[config.mk]
export PLATFORM = sky130hd
export DESIGN_NAME = stripe_arbiter
export DESIGN_NICKNAME = d
export VERILOG_FILES = /design/src/rtl/stripe_arbiter.sv
export SDC_FILE = /design/constraint.sdc
export NUM_CORES = 1
export LEC_CHECK = 0
export ABC_CLOCK_PERIOD_IN_PS = 5700
export CAP_MARGIN = 10
export CORE_ASPECT_RATIO = 1.2
export CORE_MARGIN = 1.5
export CORE_UTILIZATION = 42
export DETAILED_ROUTE_END_ITERATION = 6
export GPL_TIMING_DRIVEN = 0
export PLACE_DENSITY = 0.9
export SETUP_SLACK_MARGIN = 0.05
export SYNTH_ARGS = -nofsm -noshare
export SYNTH_HDL_FRONTEND = slang
export SYNTH_SLANG_ARGS = --single-unit
[constraint.sdc]
create_clock -name clk_2f -period 5.7 [get_ports clk_2f]
set_input_delay 0.57 -clock clk_2f [delete_from_list [all_inputs] [get_ports clk_2f]]
set_output_delay 0.57 -clock clk_2f [all_outputs]
set_load 0.02 [all_outputs]
[src/rtl/stripe_arbiter.sv]
// stripe_arbiter: round-robin share of one stripe input between A and B.
// Bursts start on lane0 and close on lane1, padding an odd tail.
module stripe_arbiter #(
  parameter int WIDTH = 32,
  parameter int MAX_BURST = 8,
  parameter logic [WIDTH-1:0] PAD_WORD = WIDTH'(32'hBCBCBCBC)
) (
  input  logic             clk_2f,
  input  logic             reset,
  input  logic             valid_a,
  input  logic [WIDTH-1:0] data_a,
  output logic             ready_a,
  input  logic             valid_b,
  input  logic [WIDTH-1:0] data_b,
  output logic             ready_b,
  output logic [WIDTH-1:0] data_out,
  output logic             valid_out,
  output logic             grant_a,
  output logic             grant_b,
  output logic [7:0]       pad_cnt
);

  localparam int CW = $clog2(MAX_BURST) + 1;

  typedef enum logic [1:0] {
    IDLE   = 2'd0,
    SERV_A = 2'd1,
    SERV_B = 2'd2
  } state_t;

  state_t          state;
  state_t          other;
  logic            rr_last;
  logic [CW-1:0]   cnt;
  logic [CW-1:0]   cnt_inc;
  logic            parity;
  logic            cur_v;
  logic            oth_v;
  logic [WIDTH-1:0] cur_d;
  logic            is_b;

  assign ready_a = (state == SERV_A);
  assign ready_b = (state == SERV_B);
  assign grant_a = ready_a;
  assign grant_b = ready_b;

  assign is_b    = (state == SERV_B);
  assign cur_v   = is_b ? valid_b : valid_a;
  assign cur_d   = is_b ? data_b : data_a;
  assign oth_v   = is_b ? valid_a : valid_b;
  assign other   = is_b ? SERV_A : SERV_B;
  assign cnt_inc = cnt + CW'(1);

  // rr_last: 0 = A served last, 1 = B served last
  always_ff @(posedge clk_2f) begin
    if (reset) begin
      state     <= IDLE;
      rr_last   <= 1'b1;
      cnt       <= '0;
      parity    <= 1'b0;
      data_out  <= '0;
      valid_out <= 1'b0;
      pad_cnt   <= '0;
    end else begin
      unique case (state)
        IDLE: begin
          data_out  <= '0;
          valid_out <= 1'b0;
          if (valid_a && (rr_last || !valid_b))
            state <= SERV_A;
          else if (valid_b)
            state <= SERV_B;
        end
        SERV_A, SERV_B: begin
          if (cur_v) begin
            data_out  <= cur_d;
            valid_out <= 1'b1;
            parity    <= ~parity;
            if (cnt_inc == CW'(MAX_BURST)) begin
              cnt     <= '0;
              rr_last <= is_b;
              state   <= oth_v ? other : IDLE;
            end else begin
              cnt <= cnt_inc;
            end
          end else begin
            // an odd tail leaves lane1 open; close it with a pad
            if (cnt[0]) begin
              data_out  <= PAD_WORD;
              valid_out <= 1'b1;
              parity    <= ~parity;
              if (pad_cnt != 8'hFF)
                pad_cnt <= pad_cnt + 8'd1;
            end else begin
              data_out  <= '0;
              valid_out <= 1'b0;
            end
            cnt     <= '0;
            rr_last <= is_b;
            state   <= oth_v ? other : IDLE;
          end
        end
        default: begin
          state     <= IDLE;
          data_out  <= '0;
          valid_out <= 1'b0;
        end
      endcase
    end
  end

endmodule

== Yosys cells after proc, flatten, opt, wreduce, memory -nomap -nowiden ==
Cells that the tools add are included.

* Memories: 0
* RAM bits: 0
* Latch bits: 0
* Memory bits (read-only): 0
* Output and inout bits: 45
* Register bits: 48

* Bitwise gates (word level): 2
* Equal/unequal tests: 7
* Shift operators: 0
* Div/mod/pow operators: 0
* Magnitude comparators: 0
* Reduce and logical (&&, ||, !) cells: 9
* Mux-type cells: 18
* $mul: 0
* Add/subtract/negate cells: 2

{| class="wikitable"
|+ Operator list
! cell !! count
|-
| $mux W32 || 3
|-
| $mux W2 || 6
|-
| $add A8 B1 Y8 const B || 1
|-
| $mux W4 || 2
|-
| $ne A8 B8 Y1 const B || 1
|-
| $mux W1 || 6
|-
| $ne A3 B3 Y1 const B || 2
|-
| $add A4 B1 Y4 const B || 1
|-
| $eq A4 B4 Y1 const B || 1
|-
| $pmux W2 S2 || 1
|-
| $reduce_and A2 Y1 || 2
|-
| $reduce_and A4 Y1 || 1
|-
| $reduce_or A2 Y1 || 2
|-
| $eq A2 B1 Y1 const B || 1
|-
| $eq A2 B2 Y1 const B || 1
|-
| $logic_not A2 Y1 || 1
|-
| $ne A2 B1 Y1 const B || 1
|-
| $not A1 Y1 || 2
|-
| $logic_and A1 B1 Y1 || 1
|-
| $logic_not A1 Y1 || 1
|-
| $logic_or A1 B1 Y1 || 1
|}

== Logic depth before layout (Yosys ltp) ==
Gate-level depths: netlist of run 1.

* Word-level depth: 6
* Gate-level depth with buffers: 8
* Gate-level depth less buffers: 6

== Least setup slack after synthesis of run 1 ==
OpenSTA, ideal clock, no wires.

* Path kind: reg-to-reg
* Start: register state[0]
* End: register pad_cnt[4]
* Path slack: 3.722 ns
* Arrival: 1.855 ns
* Cell stages (with the launch flop): 8
* Path through: dfxtp_1 inv_1 ha_1 buf_6 mux2i_4 o211a_1 nand4_1 mux2_1

* Longest elaborated chain between the ends: 4
* Elaborated cells between the ends (all ways): 6
* Classes of those cells: eq/ne (2); mux (1); bitwise (1); reduce/logical (2)

{| class="wikitable"
|+ Ends and longest elaborated chain
! element !! line !! source
|-
| from (decl) || 31 || <nowiki>state_t state;</nowiki>
|-
| from (signal assigned) || 82 || <nowiki>state <= oth_v ? other : IDLE;</nowiki>
|-
| from (signal assigned) || 100 || <nowiki>state <= oth_v ? other : IDLE;</nowiki>
|-
| $eq A2 B2 Y1 * || - ||
|-
| via grant_b || 19 || <nowiki>output logic grant_b,</nowiki>
|-
| $mux W1 || 48 || <nowiki>assign cur_v = is_b ? valid_b : valid_a;</nowiki>
|-
| $not A1 Y1 (no line) || - ||
|-
| $reduce_and A4 Y1 (no line) * || - ||
|-
| to (signal assigned) || 93 || <nowiki>pad_cnt <= pad_cnt + 8'd1;</nowiki>
|-
| to (decl) || 20 || <nowiki>output logic [7:0] pad_cnt</nowiki>
|}

Mark *: on every way through the listed nets, which the timed path passes. The rest lies on a longest branch.
A chain may end at the register's enable or synchronous reset.

== Worst setup path after layout of run 1 ==
* Start: register state[0]
* End: output ready_b

* Longest elaborated chain between the ends: 1

{| class="wikitable"
|+ Ends and longest elaborated chain
! element !! line !! source
|-
| $eq A2 B2 Y1 || 43 || <nowiki>assign ready_b = (state == SERV_B);</nowiki>
|-
| to (decl) || 15 || <nowiki>output logic ready_b,</nowiki>
|}

No other way between the ends.

==> flow_summary.json, run 1 <==
{
  "arrival_ns": 1.67,
  "initial_core_util": 0.432,
  "dp_hpwl_um": 4320,
  "cp-end-kind": "primary output",
  "holdPathEnd": "cnt[2]",
  "synth_top_cell_area_share": 0.453,
  "fin_crit_ns": 2.24,
  "row_count": 28,
  "die_area_um2": 5490,
  "finalNonFillerCells": 390,
  "synth_warnings": 0,
  "power_frac_seq": 0.335,
  "r2r-start": "state[1]",
  "power_leakage_nw": 1.29,
  "place_inst": 382,
  "slew_headroom": 0.525,
  "netSwitchingFraction": 0.353,
  "fin_nets": 404,
  "crit_required_ns": 5.13,
  "fill_cells": 406,
  "viasPerCell": 5.12,
  "critPathKind": "flop to primary output",
  "synthFlopType": "dfxtp_1",
  "synthSimpleGateAreaFrac": 0.139,
  "max_freq_mhz": 446,
  "yosys_register_bits": 48,
  "fin_ws_ns": 3.46,
  "outcome": "finished clean",
  "min_path_type": "flop to flop",
  "final_cell_mix": "clkdlybuf4s50_1, dfxtp_1, mux2i_1, nor2_1, a21oi_1",
  "hold_viol": 0,
  "finalSetupViolations": 0,
  "place_ws_ns": 3.43,
  "multiInputGateArea_um2": 1070,
  "antenna_cells": 0,
  "gr-total-overflow": 0,
  "async_flop_share": 0,
  "finalMaxSlewViolations": 0,
  "synth_seq_area_share": 0.453,
  "syn_inst": 210,
  "tightestPinTransition_ns": 0.713,
  "antenna_found_initial": 0,
  "synth.distinct_cells": 47,
  "drive_gt1_frac": 0.0545,
  "gp_congestion": 0.828,
  "grt_pass1_wl_um": 8220,
  "grt_usage": 0.196,
  "vias": 1995,
  "grt_max_degree": 15,
  "drt-total-wl_um": 5590,
  "start_kind": "flop",
  "first_pass_iters": 4,
  "fp.dieH_um": 80.8,
  "synth-xor-area-share": 0.0124,
  "core_um2": 4900,
  "max-vdd-ir-drop_v": 0.000188,
  "layout.area.seq_um2": 961,
  "grt_pass1_vias": 1852,
  "p_total_mw": 1.28,
  "synthesis.area_um2": 2120,
  "cts_hold_buf": 0,
  "cts_tree": "done",
  "setup_tns_ns": 0,
  "r2r_slack_ns": 3.66,
  "synth_area_leaders": "dfxtp_1, mux2i_1, a21oi_1",
  "cts_setup_buffers": 0,
  "syn_nets": 285,
  "ios": 113,
  "p_comb_frac": 0.480,
  "cts_buffers": 5,
  "synthMuxAreaShare": 0.193,
  "cts-htree-levels": 2,
  "synth_adder_area_share": 0.0413,
  "crit_fanout": 4,
  "syn_avg_cell_area_um2": 10.1,
  "min_from": "cnt[2]",
  "whs_path_depth": 2,
  "r2r_end": "pad_cnt[4]",
  "reg2reg_depth": 6,
  "min_period_over_period": 0.393,
  "p_per_area_nw_per_um2": 373,
  "clock-sinks": 48,
  "layout_commonest_cell": "clkdlybuf4s50_1",
  "clock_latency_ns": 0.29,
  "internal-power_mw": 0.827,
  "path_clk_slew_ns": 0.08,
  "ctsResizeCount": 0,
  "p_sw_mw": 0.452,
  "rsz0062_at_grt": "false",
  "cts-root-buf": "clkbuf_8",
  "synth_top_family_by_area": "multiplexers",
  "portBuffers": 112,
  "finalClockSkew_ns": 0.00671,
  "synth_compound_area_frac": 0.121,
  "wl_per_cell_um": 14.3,
  "drc": 0,
  "die_x_um": 67.9,
  "synthToLayoutAreaGrowth_pct": 61.5,
  "drt_iter0_drc": 80,
  "cts_max_path_buffers": 2,
  "maxCapViolations": 0,
  "ant_nets": 0,
  "yosysTopAreaCell": "dfxtp_1",
  "clock_power_share": 0.185,
  "synth_edf_count": 0
}
==> cells in the mapped netlist (2+ instances only) <==
cell type	number
dfxtp_1	48
mux2i_1	36
a21oi_1	24
nor2_1	24
clkbuf_1	7
ha_1	7
inv_1	4
nand2_1	4
nand2b_1	4
nand3_1	3
nand4_1	3
nor2b_1	3
o2111ai_1	3
a31oi_1	2
and3_1	2
buf_2	2
buf_4	2
or3_1	2
xor2_1	2
==> worst max-delay path, cell delays in order, from the launching register on <==
cell	delay, ns
dfxtp_1	0.39
inv_1	0.08
ha_1	0.24
buf_4	0.14
clkdlybuf4s50_1	0.53
==> logic make-up (layout without fill, tap and decap cells) <==
group,after synthesis,in the layout
AND/OR/NAND/NOR,54,54
buffers and inverters,18,138
XOR/XNOR,3,3
multiplexers,39,39
AO/OA/AOI/OAI,41,41
adder cells (fa/ha/maj),7,7
flip-flops,48,48
==> power by group through the flow <==
stage	Sequential, mW	Clock (mW)	Combinational (mW)
3_3_place_gp	0.432	0	0.601
5_1_grt	0.435	0.257	0.664
6_report	0.429	0.237	0.613
4_1_cts	0.428	0.246	0.618
2_1_floorplan	0.496	0	0.320
3_5_place_dp	0.436	0	0.615
==> layer usage <==
metal  share of wire  track usage
met5               0            0
met1            0.36        0.197
met2            0.53        0.375
met4           0.024       0.0700
met3           0.087       0.0568
==> registers in the layout (all words and copies together) (netlist names) <==
register   count
data_out      32
pad_cnt        8
cnt            4
state          2
rr_last        1
valid_out      1
==> metrics by stage <==
| step | utilization | hold WS, ns | cell area [um2] |
|---|---|---|---|
| 2_1_floorplan | - | 0.461 | 2120 |
| 5_1_grt | 0.698 | 0.521 | 3420 |
| 3_3_place_gp | 0.676 | 0.488 | 3320 |
| 3_5_place_dp | 0.676 | 0.494 | 3320 |
| 6_report | 0.698 | 0.505 | 3420 |
| 4_1_cts | 0.698 | 0.505 | 3420 |
==> final cells by class <==
| cell class | instances | area share |
|---|---|---|
| multi-input combinational | 144 | 0.314 |
| buffer | 13 | 0.0194 |
| tap | 60 | 0.0219 |
| timing repair buffer | 112 | 0.327 |
| inverter | 5 | 0.00548 |
| clock buffer | 6 | 0.0212 |
| clock inverter | 2 | 0.0102 |
| sequential | 48 | 0.281 |
==> worst max-delay path by stage <==
| stage | end | slack, ns | startpoint |
|---|---|---|---|
| final | ready_b | 3.46 | state[0] |
| after global routing | ready_b | 3.40 | state[0] |
| after CTS | ready_b | 3.44 | state[0] |
| after detailed placement | pad_cnt[4] | 3.43 | valid_b |
| after global placement | pad_cnt[4] | 3.45 | valid_b |
| after floorplan | pad_cnt[4] | 3.72 | state[0] |
Note: power is estimated with default switching activity, not from simulation.
==> inputs of run 2 (changes only) <==
--- a/config.mk
+++ b/config.mk
@@ -5,14 +5,14 @@
 export SDC_FILE = /design/constraint.sdc
 export NUM_CORES = 1
 export LEC_CHECK = 0
-export ABC_CLOCK_PERIOD_IN_PS = 5700
+export ABC_CLOCK_PERIOD_IN_PS = 1900
 export CAP_MARGIN = 10
 export CORE_ASPECT_RATIO = 1.2
 export CORE_MARGIN = 1.5
-export CORE_UTILIZATION = 42
+export CORE_UTILIZATION = 35
 export DETAILED_ROUTE_END_ITERATION = 6
 export GPL_TIMING_DRIVEN = 0
-export PLACE_DENSITY = 0.9
+export PLACE_DENSITY = 0.81
 export SETUP_SLACK_MARGIN = 0.05
 export SYNTH_ARGS = -nofsm -noshare
 export SYNTH_HDL_FRONTEND = slang
==> constraint.sdc (replaced) <==
create_clock -name clk_2f -period 1.9 [get_ports clk_2f]
set_input_delay 0.19 -clock clk_2f [delete_from_list [all_inputs] [get_ports clk_2f]]
set_output_delay 0.19 -clock clk_2f [all_outputs]
set_load 0.02 [all_outputs]
==> flow_summary.json, run 2 (synthesis gave the netlist of run 1 again) <==
{
  "outcome": "finished clean",
  "place_ws_ns": -0.0966,
  "grt_max_degree": 16,
  "crit_fanout": 6,
  "cts_hold_buf": 0,
  "cts-htree-levels": 2,
  "drive_gt1_frac": 0.133,
  "fin_ws_ns": 0.0497,
  "viasPerCell": 4.84,
  "drt_iter0_drc": 62,
  "drc": 0,
  "final_cell_mix": "clkdlybuf4s50_1, dfxtp_1, mux2i_1, nor2_1, a21oi_1",
  "antenna_cells": 0,
  "cp-end-kind": "flop",
  "layout_commonest_cell": "clkdlybuf4s50_1",
  "finalSetupViolations": 0,
  "slew_headroom": 0.503,
  "ios": 113,
  "min_from": "data_a[17]",
  "finalMaxSlewViolations": 0,
  "dp_hpwl_um": 4360,
  "grt_usage": 0.170,
  "cts-root-buf": "clkbuf_8",
  "critPathKind": "flop to flop",
  "setup_tns_ns": 0,
  "utilization": 0.632,
  "grt_pass1_wl_um": 8710,
  "max_freq_mhz": 540,
  "finalClockSkew_ns": 0.00636,
  "die_x_um": 74.1,
  "cts_max_path_buffers": 2,
  "arrival_ns": 2.02,
  "wl_per_cell_um": 14.0,
  "portBuffers": 112,
  "cts_tree": "done",
  "min_period_over_period": 0.974,
  "maxCapViolations": 0,
  "reg2reg_depth": 7,
  "power_leakage_nw": 1.40,
  "max-vdd-ir-drop_v": 0.000484,
  "regMostFlops": "data_out",
  "grt_pass1_vias": 1874,
  "tightestPinTransition_ns": 0.745,
  "vias": 2055,
  "fill_cells": 492,
  "r2r_end": "pad_cnt[6]",
  "initial_core_util": 0.369,
  "fin_crit_ns": 1.85,
  "antenna_found_initial": 0,
  "r2r_slack_ns": 0.05,
  "gp_congestion": 0.786,
  "synthToLayoutAreaGrowth_pct": 71.1,
  "place_inst": 402,
  "gr-total-overflow": 0,
  "crit_required_ns": 2.07,
  "timing.hold.ws_ns": 0.497,
  "finalNonFillerCells": 425,
  "r2r-start": "state[0]",
  "reg_top3": "data_out x32, pad_cnt x8, cnt x4",
  "start_kind": "flop",
  "cts_buffers": 5,
  "clock_latency_ns": 0.29,
  "largest_reg_flops": 32,
  "first_pass_iters": 4,
  "hold_viol": 0,
  "path_clk_slew_ns": 0.09,
  "ant_nets": 0,
  "core_um2": 5740,
  "fin_nets": 419,
  "whs_path_depth": 3,
  "rsz0062_at_grt": "true",
  "holdPathEnd": "data_out[17]",
  "clock-sinks": 48,
  "min_path_type": "primary input to flop",
  "drt-total-wl_um": 5970,
  "die_area_um2": 6540,
  "p_per_area_nw_per_um2": 1120,
  "row_count": 30,
  "fp.dieH_um": 88.3
}
==> run 2: cell types whose count changed in the layout (fill, tap and decap cells not counted), sizes merged <==
cell / before / now
buf: 6 / 21
bufinv: 1 / 0
clkdlybuf4s50: 112 / 111
dlymetal6s2s: 0 / 1
inv: 5 / 6
==> run 2: worst max-delay path, stage by stage, from the launching register on <==
cell and delay [ns]:
dfxtp_4 0.36, inv_4 0.07, ha_4 0.14, buf_8 0.12
mux2i_4 0.34, nand2_2 0.11, o41ai_1 0.49, a21oi_2 0.09
==> run 2: layout make-up <==
type	count	area [um2]	area share
Tap cell	80	100	0.0276
Clock buffer	6	82.6	0.0228
Inverter	5	21.3	0.00586
Sequential cell	48	966	0.266
Clock inverter	2	13.8	0.00379
Multi-Input combinational cell	144	1120	0.309
Buffer	13	77.6	0.0214
Timing Repair Buffer	127	1250	0.343
==> run 2: report_power, final <==
group	switching [mW]	total, mW	internal [mW]
Clock	0.348	0.647	0.298
Combinational	1.01	2.12	1.11
Sequential	0.0971	1.30	1.20
==> run 2: per-stage QoR <==
| step | instance area (um2) | power (mW) |
|---|---|---|
| 4_1_cts | 3520 | 3.93 |
| 3_3_place_gp | 3360 | 3.15 |
| 2_1_floorplan | 2140 | 2.48 |
| 6_report | 3630 | 4.07 |
| 5_1_grt | 3630 | 4.32 |
| 3_5_place_dp | 3360 | 3.19 |
==> run 2: what timing repair did <==
action	4_1_cts	5_1_grt
setup endpoints to repair	34	34
setup buffers	7	8
pin swaps	2	7
resized for setup	7	14
==> run 2: metal layers <==
layer | global-route usage | share of wire | up-vias
li1 | - | - | 1016
met1 | 0.197 | 0.40 | 956
met2 | 0.307 | 0.52 | 77
met3 | 0.0444 | 0.068 | 6
met4 | 0.0455 | 0.011 | 0
met5 | 0 | 0 | -
==> run 2: how the worst max path moves through the flow <==
stage / end / slack [ns] / depth (start not counted) / from
after CTS: data_out[2] / 0.04 / 6 / state[1]
after detailed placement: pad_cnt[4] / -0.1 / 7 / state[0]
final: pad_cnt[6] / 0.05 / 7 / state[0]
after global placement: pad_cnt[4] / -0.06 / 7 / state[0]
after floorplan: pad_cnt[4] / 0.06 / 7 / state[0]
after global routing: pad_cnt[6] / -0.05 / 7 / state[0]
==> inputs of run 3 (changes only) <==
--- a/config.mk
+++ b/config.mk
@@ -10,6 +10,7 @@
 export CORE_ASPECT_RATIO = 1.2
 export CORE_MARGIN = 1.5
 export CORE_UTILIZATION = 35
+export CTS_CLUSTER_SIZE = 14
 export DETAILED_ROUTE_END_ITERATION = 6
 export GPL_TIMING_DRIVEN = 0
 export PLACE_DENSITY = 0.81
==> results of run 3 <==
The final DEF is identical to that of run 2; final timing and power are the same.
